===== src/rtl/dcnt_seq.sv =====
`default_nettype none
// dcnt_seq -- sequencer for a cascaded preset/count down-counter chain (rev 1.0)
// Drives chain preset-load and carry-in; adds prescaler, one-shot/periodic modes, irq/ovf.
module dcnt_seq #(
  parameter int PW = 8
) (
  input  logic          MasterClock,
  input  logic          RESETL,
  input  logic          start,
  input  logic          stop,
  input  logic          periodic,
  input  logic [PW-1:0] prescale,
  input  logic          tc_in,
  input  logic          irq_ack,
  output logic          prl_n,
  output logic          ci,
  output logic          run,
  output logic          irq,
  output logic          ovf
);

  typedef enum logic [1:0] {
    S_IDLE = 2'd0,
    S_LOAD = 2'd1,
    S_RUN  = 2'd2,
    S_DONE = 2'd3
  } state_t;

  state_t        state_q, state_d;
  logic [PW-1:0] presc_cnt_q, presc_cnt_d;
  logic [PW-1:0] presc_q, presc_d;
  logic          irq_q, irq_d;
  logic          ovf_q, ovf_d;
  logic          w_ci;
  logic          w_tc;

  // Carry-in and the terminal-count sample are decoded purely from registers.
  assign w_ci = (state_q == S_RUN) && (presc_cnt_q == presc_q);
  assign w_tc = w_ci && tc_in;

  always_ff @(posedge MasterClock or negedge RESETL) begin
    if (!RESETL) begin
      state_q     <= S_IDLE;
      presc_cnt_q <= '0;
      presc_q     <= '0;
      irq_q       <= 1'b0;
      ovf_q       <= 1'b0;
    end else begin
      state_q     <= state_d;
      presc_cnt_q <= presc_cnt_d;
      presc_q     <= presc_d;
      irq_q       <= irq_d;
      ovf_q       <= ovf_d;
    end
  end

  always_comb begin
    state_d     = state_q;
    presc_cnt_d = presc_cnt_q;
    presc_d     = presc_q;
    unique case (state_q)
      S_IDLE: begin
        if (start) state_d = S_LOAD;
      end
      S_LOAD: begin
        presc_d     = prescale;
        presc_cnt_d = '0;
        state_d     = S_RUN;
      end
      S_RUN: begin
        presc_cnt_d = w_ci ? '0 : presc_cnt_q + PW'(1);
        if (stop)                    state_d = S_IDLE;
        else if (start)              state_d = S_LOAD;
        else if (w_tc && !periodic)  state_d = S_DONE;
      end
      S_DONE: begin
        if (stop)       state_d = S_IDLE;
        else if (start) state_d = S_LOAD;
      end
      default: state_d = S_IDLE;
    endcase
  end

  // A terminal count coinciding with an acknowledge re-raises irq but is not an overflow.
  always_comb begin
    irq_d = irq_q;
    ovf_d = ovf_q;
    if (irq_ack) begin
      irq_d = w_tc;
      ovf_d = 1'b0;
    end else if (w_tc) begin
      if (irq_q) ovf_d = 1'b1;
      else       irq_d = 1'b1;
    end
  end

  assign prl_n = (state_q != S_LOAD);
  assign ci    = w_ci;
  assign run   = (state_q == S_RUN);
  assign irq   = irq_q;
  assign ovf   = ovf_q;

endmodule
`default_nettype wire


===== config.mk =====
export PLATFORM = sky130hd
export DESIGN_NAME = dcnt_seq
export DESIGN_NICKNAME = d
export VERILOG_FILES = /design/src/rtl/dcnt_seq.sv
export SDC_FILE = /design/constraint.sdc
export NUM_CORES = 1
export LEC_CHECK = 0
export CORE_ASPECT_RATIO = 0.9
export CORE_MARGIN = 2
export CORE_UTILIZATION = 40
export CTS_CLUSTER_DIAMETER = 40
export CTS_CLUSTER_SIZE = 28
export DETAILED_ROUTE_END_ITERATION = 12
export PLACE_DENSITY_LB_ADDON = 0.12
export SLEW_MARGIN = 20
export SYNTH_ARGS = -nofsm -noshare
export SYNTH_HDL_FRONTEND = slang
export SYNTH_SLANG_ARGS = --single-unit

===== constraint.sdc =====
create_clock -name MasterClock -period 2 [get_ports MasterClock]
set_input_delay 0.4 -clock MasterClock [delete_from_list [all_inputs] [get_ports MasterClock]]
set_output_delay 0.4 -clock MasterClock [all_outputs]
set_load 0.01 [all_outputs]

==> metrics.md, run 1 <==
| Metric | Value |
|---|---|
| Status | finished clean |
| Synthesis warning total | 0 |
| Site Rows | 17 |
| Period minus WS final | about 1800 ps |
| Root Buffer | clkbuf_4 |
| RSZ-0062 raised after global routing | no |
| Fraction of layout cells with a size suffix above 1 | 0.250 |
| Final instance area | around 1400 um^2 |
| Clk sink count | 20 |
| Area contributors post-synth | dfrtp_1 (46%), mux2_2 (8.3%), xnor2_1 (7.3%) |
| CTS tree | built |
| Final nets | ~160 |
| Rel. slew slack | 0.773 |
| Post-synthesis cell area | 1080 um^2 |
| Maximum number of pins on one net before global-route repair | 21 |
| Post-synth top flop | dfrtp_1 |
| Cell Pwr Density | roughly 1100 nW/um^2 |
| Wire per inst | around 13 um |
| Max Transition Viols Final | 0 |
| Worst hold-check path type | primary input to async pin |
| EDFF count, synth | 0 |
| Mapped Cells | 100 |
| # setup viols final | 0 |
| Area leader, netlist | dfrtp_1 |
| Commonest non-fill, non-tap cells in the layout | dfrtp_1 (20), buf_4 (17), clkdlybuf4s50_1 (16) |
| Clock Tree Buf Depth | 2 |
| Vias in the first global route | about 800 |
| H-tree depth | 1 |
| Worst Skew | ~4.8 ps |
| Initial antenna violation count | 0 |
| Starting Density | 0.431 |
| DR vias/cell | between 5 and 6 |
| Post-detail-place hpwl | 1700 um |
| Gr usage total | 0.163 |
| Die Height | around 53 um |
| Final Util | 0.574 |
| Pwr Total | about 1.5 mW |
| Initial DRT Pass Iterations | 6 |
| Num CTS Buffers | 3 |
| Fraction of registers with async set/reset | 1.00 |
| Residual DRC | 0 |
| Die area | approximately 3100 um^2 |
| Static Leak | between 0.6 and 0.7 nW |
| #FFs+latches synth | 20 |
| Critical path required time | approximately 1600 ps |
| Sequential area share after synthesis | 0.462 |
| Post-synthesis net count | 120 |
| Tcrit/Tclk final | 0.917 |
| Max Fclk | around 550 MHz |
| GRT overflow | 0 |
| Synth top area share | 0.462 |
| First-pass GRT wire length | ~3800 um |
| Via count | ~830 |
| Final setup TNS | 0 ps |
| Area delta synth->final | 33.1% |
| IO buf count | 19 |
| CP endpoint kind | output pin |
| Syn Area/Cell | 10.8 um^2 |
| Final Wtd Congestion | roughly 0.72 |
| Worst path arrival time | approximately 1400 ps |
| Worst Tran Pin Value | 341 ps |
| Post-CTS setup buffers | 0 |
| Worst skew pair latency | just under 300 ps |
| Distinct cells, synth | 34 |
| Final antenna-violating net count | 0 |
| Total Wirelength | approximately 2100 um |
| Hold Fails Final Rpt | 0 |
| Worst Path Max Fanout | 2 |
| Iteration-0 DRC Markers | 30 |
| Reg clk slew, reported paths | ~100 ps |
| Worst setup SP type | flop |
| Core Area | 2510 um^2 |
| Commonest non-fill, non-tap cell in the layout | dfrtp_1 |
| MaxCap Viol Count | 0 |
| Die X | roughly 60 um |
| WS Path Type | flop to output pin |
| N_diodes | 0 |
| Maximum VDD drop | 0.000501 V |
| Area after DPL | roughly 1400 um^2 |
| Hold_buf cts | 0 |
| Boundary pin count | 20 |
[flip-flops by register name (all words and copies together) (netlist names)]
register and count:
presc_q 8, ovf 1, presc_cnt_q 8, state_q 2, irq 1
[per-layer routing]
metal	global-route usage	wire length, um	up-vias
met4	0.0455	12	0
li1	-	-	428
met2	0.270	1040	15
met3	0.0636	93	2
met5	0	0	-
met1	0.196	995	383
[layout make-up]
type,count,area [um^2]
fill,237,1070
multi-input combinational,68,538
sequential,20,500
timing repair buffer,36,310
tap,28,35.0
inverter,9,33.8
clock buffer,3,22.5
[critical path, cell delays in order, from the launching register on]
cell and delay, ps:
dfrtp_1 430, xnor2_1 200, nand4_2 140, nor3_2 210, clkbuf_2 170
[where the power goes]
part / leakage, nW / total [mW] / internal (mW) / switching (mW)
clock: 0.0138 / 0.176 / 0.0700 / 0.106
sequential: 0.258 / 0.602 / 0.519 / 0.0832
combinational: 0.375 / 0.760 / 0.394 / 0.366
total: 0.647 / 1.54 / 0.983 / 0.555
[repair_timing]
item	4_1_cts	5_1_grt
gates resized for setup	4	3
pin swaps	1	0
setup endpoints to repair	3	1
[cell families (layout without fill, tap and decap cells)]
logic type | count (synthesis) | count (layout) | share of synthesized area
AND/OR/NAND/NOR | 24 | 24 | 0.126
AO/OA/AOI/OAI | 20 | 20 | 0.128
flip-flops | 20 | 20 | 0.462
buffers and inverters | 12 | 48 | 0.0520
XOR/XNOR | 10 | 10 | 0.0809
multiplexers | 9 | 9 | 0.0925
adder cells (fa/ha/maj) | 5 | 5 | 0.0578
[cells in the mapped netlist (2+ instances only)]
master	instances
o21ai_0	4
nand3_1	4
nor3_1	2
ha_1	5
dfrtp_1	20
nand4_2	2
nor2_1	5
or3_1	2
a21oi_1	4
a31oi_1	2
inv_1	9
mux2_2	8
xnor2_1	9
nand2_1	4
[stage by stage]
stage | cells | hold slack, ps | setup WS [ps]
6_report | 164 | 439 | 167
3_3_place_gp | 161 | 478 | 50.8
4_1_cts | 164 | 441 | 10.0
5_1_grt | 164 | 458 | 66.0
2_1_floorplan | 100 | 104 | 299
3_5_place_dp | 161 | 497 | 7.03
[worst paths after layout]
check                               startpoint             end  slack, ps  cells past startpoint
worst max-delay path            presc_cnt_q[2]              ci        170                      4
worst min-delay path                    RESETL  presc_cnt_q[7]        440                      2
min in group MasterClock                   ovf             ovf        510                      2
worst min register to register             ovf             ovf        510                      2
max in group asynchronous               RESETL             ovf       1350                      2
worst max register to register      state_q[0]  presc_cnt_q[7]        230                      8
Note: power is estimated with default switching activity, not from simulation.
==> inputs of run 2 (changes only) <==
--- a/config.mk
+++ b/config.mk
@@ -8,7 +8,6 @@
 export CORE_ASPECT_RATIO = 0.9
 export CORE_MARGIN = 2
 export CORE_UTILIZATION = 40
-export CTS_CLUSTER_DIAMETER = 40
 export CTS_CLUSTER_SIZE = 28
 export DETAILED_ROUTE_END_ITERATION = 12
 export PLACE_DENSITY_LB_ADDON = 0.12
==> results of run 2 <==
Final layout, timing and power as in run 1 (identical DEF).
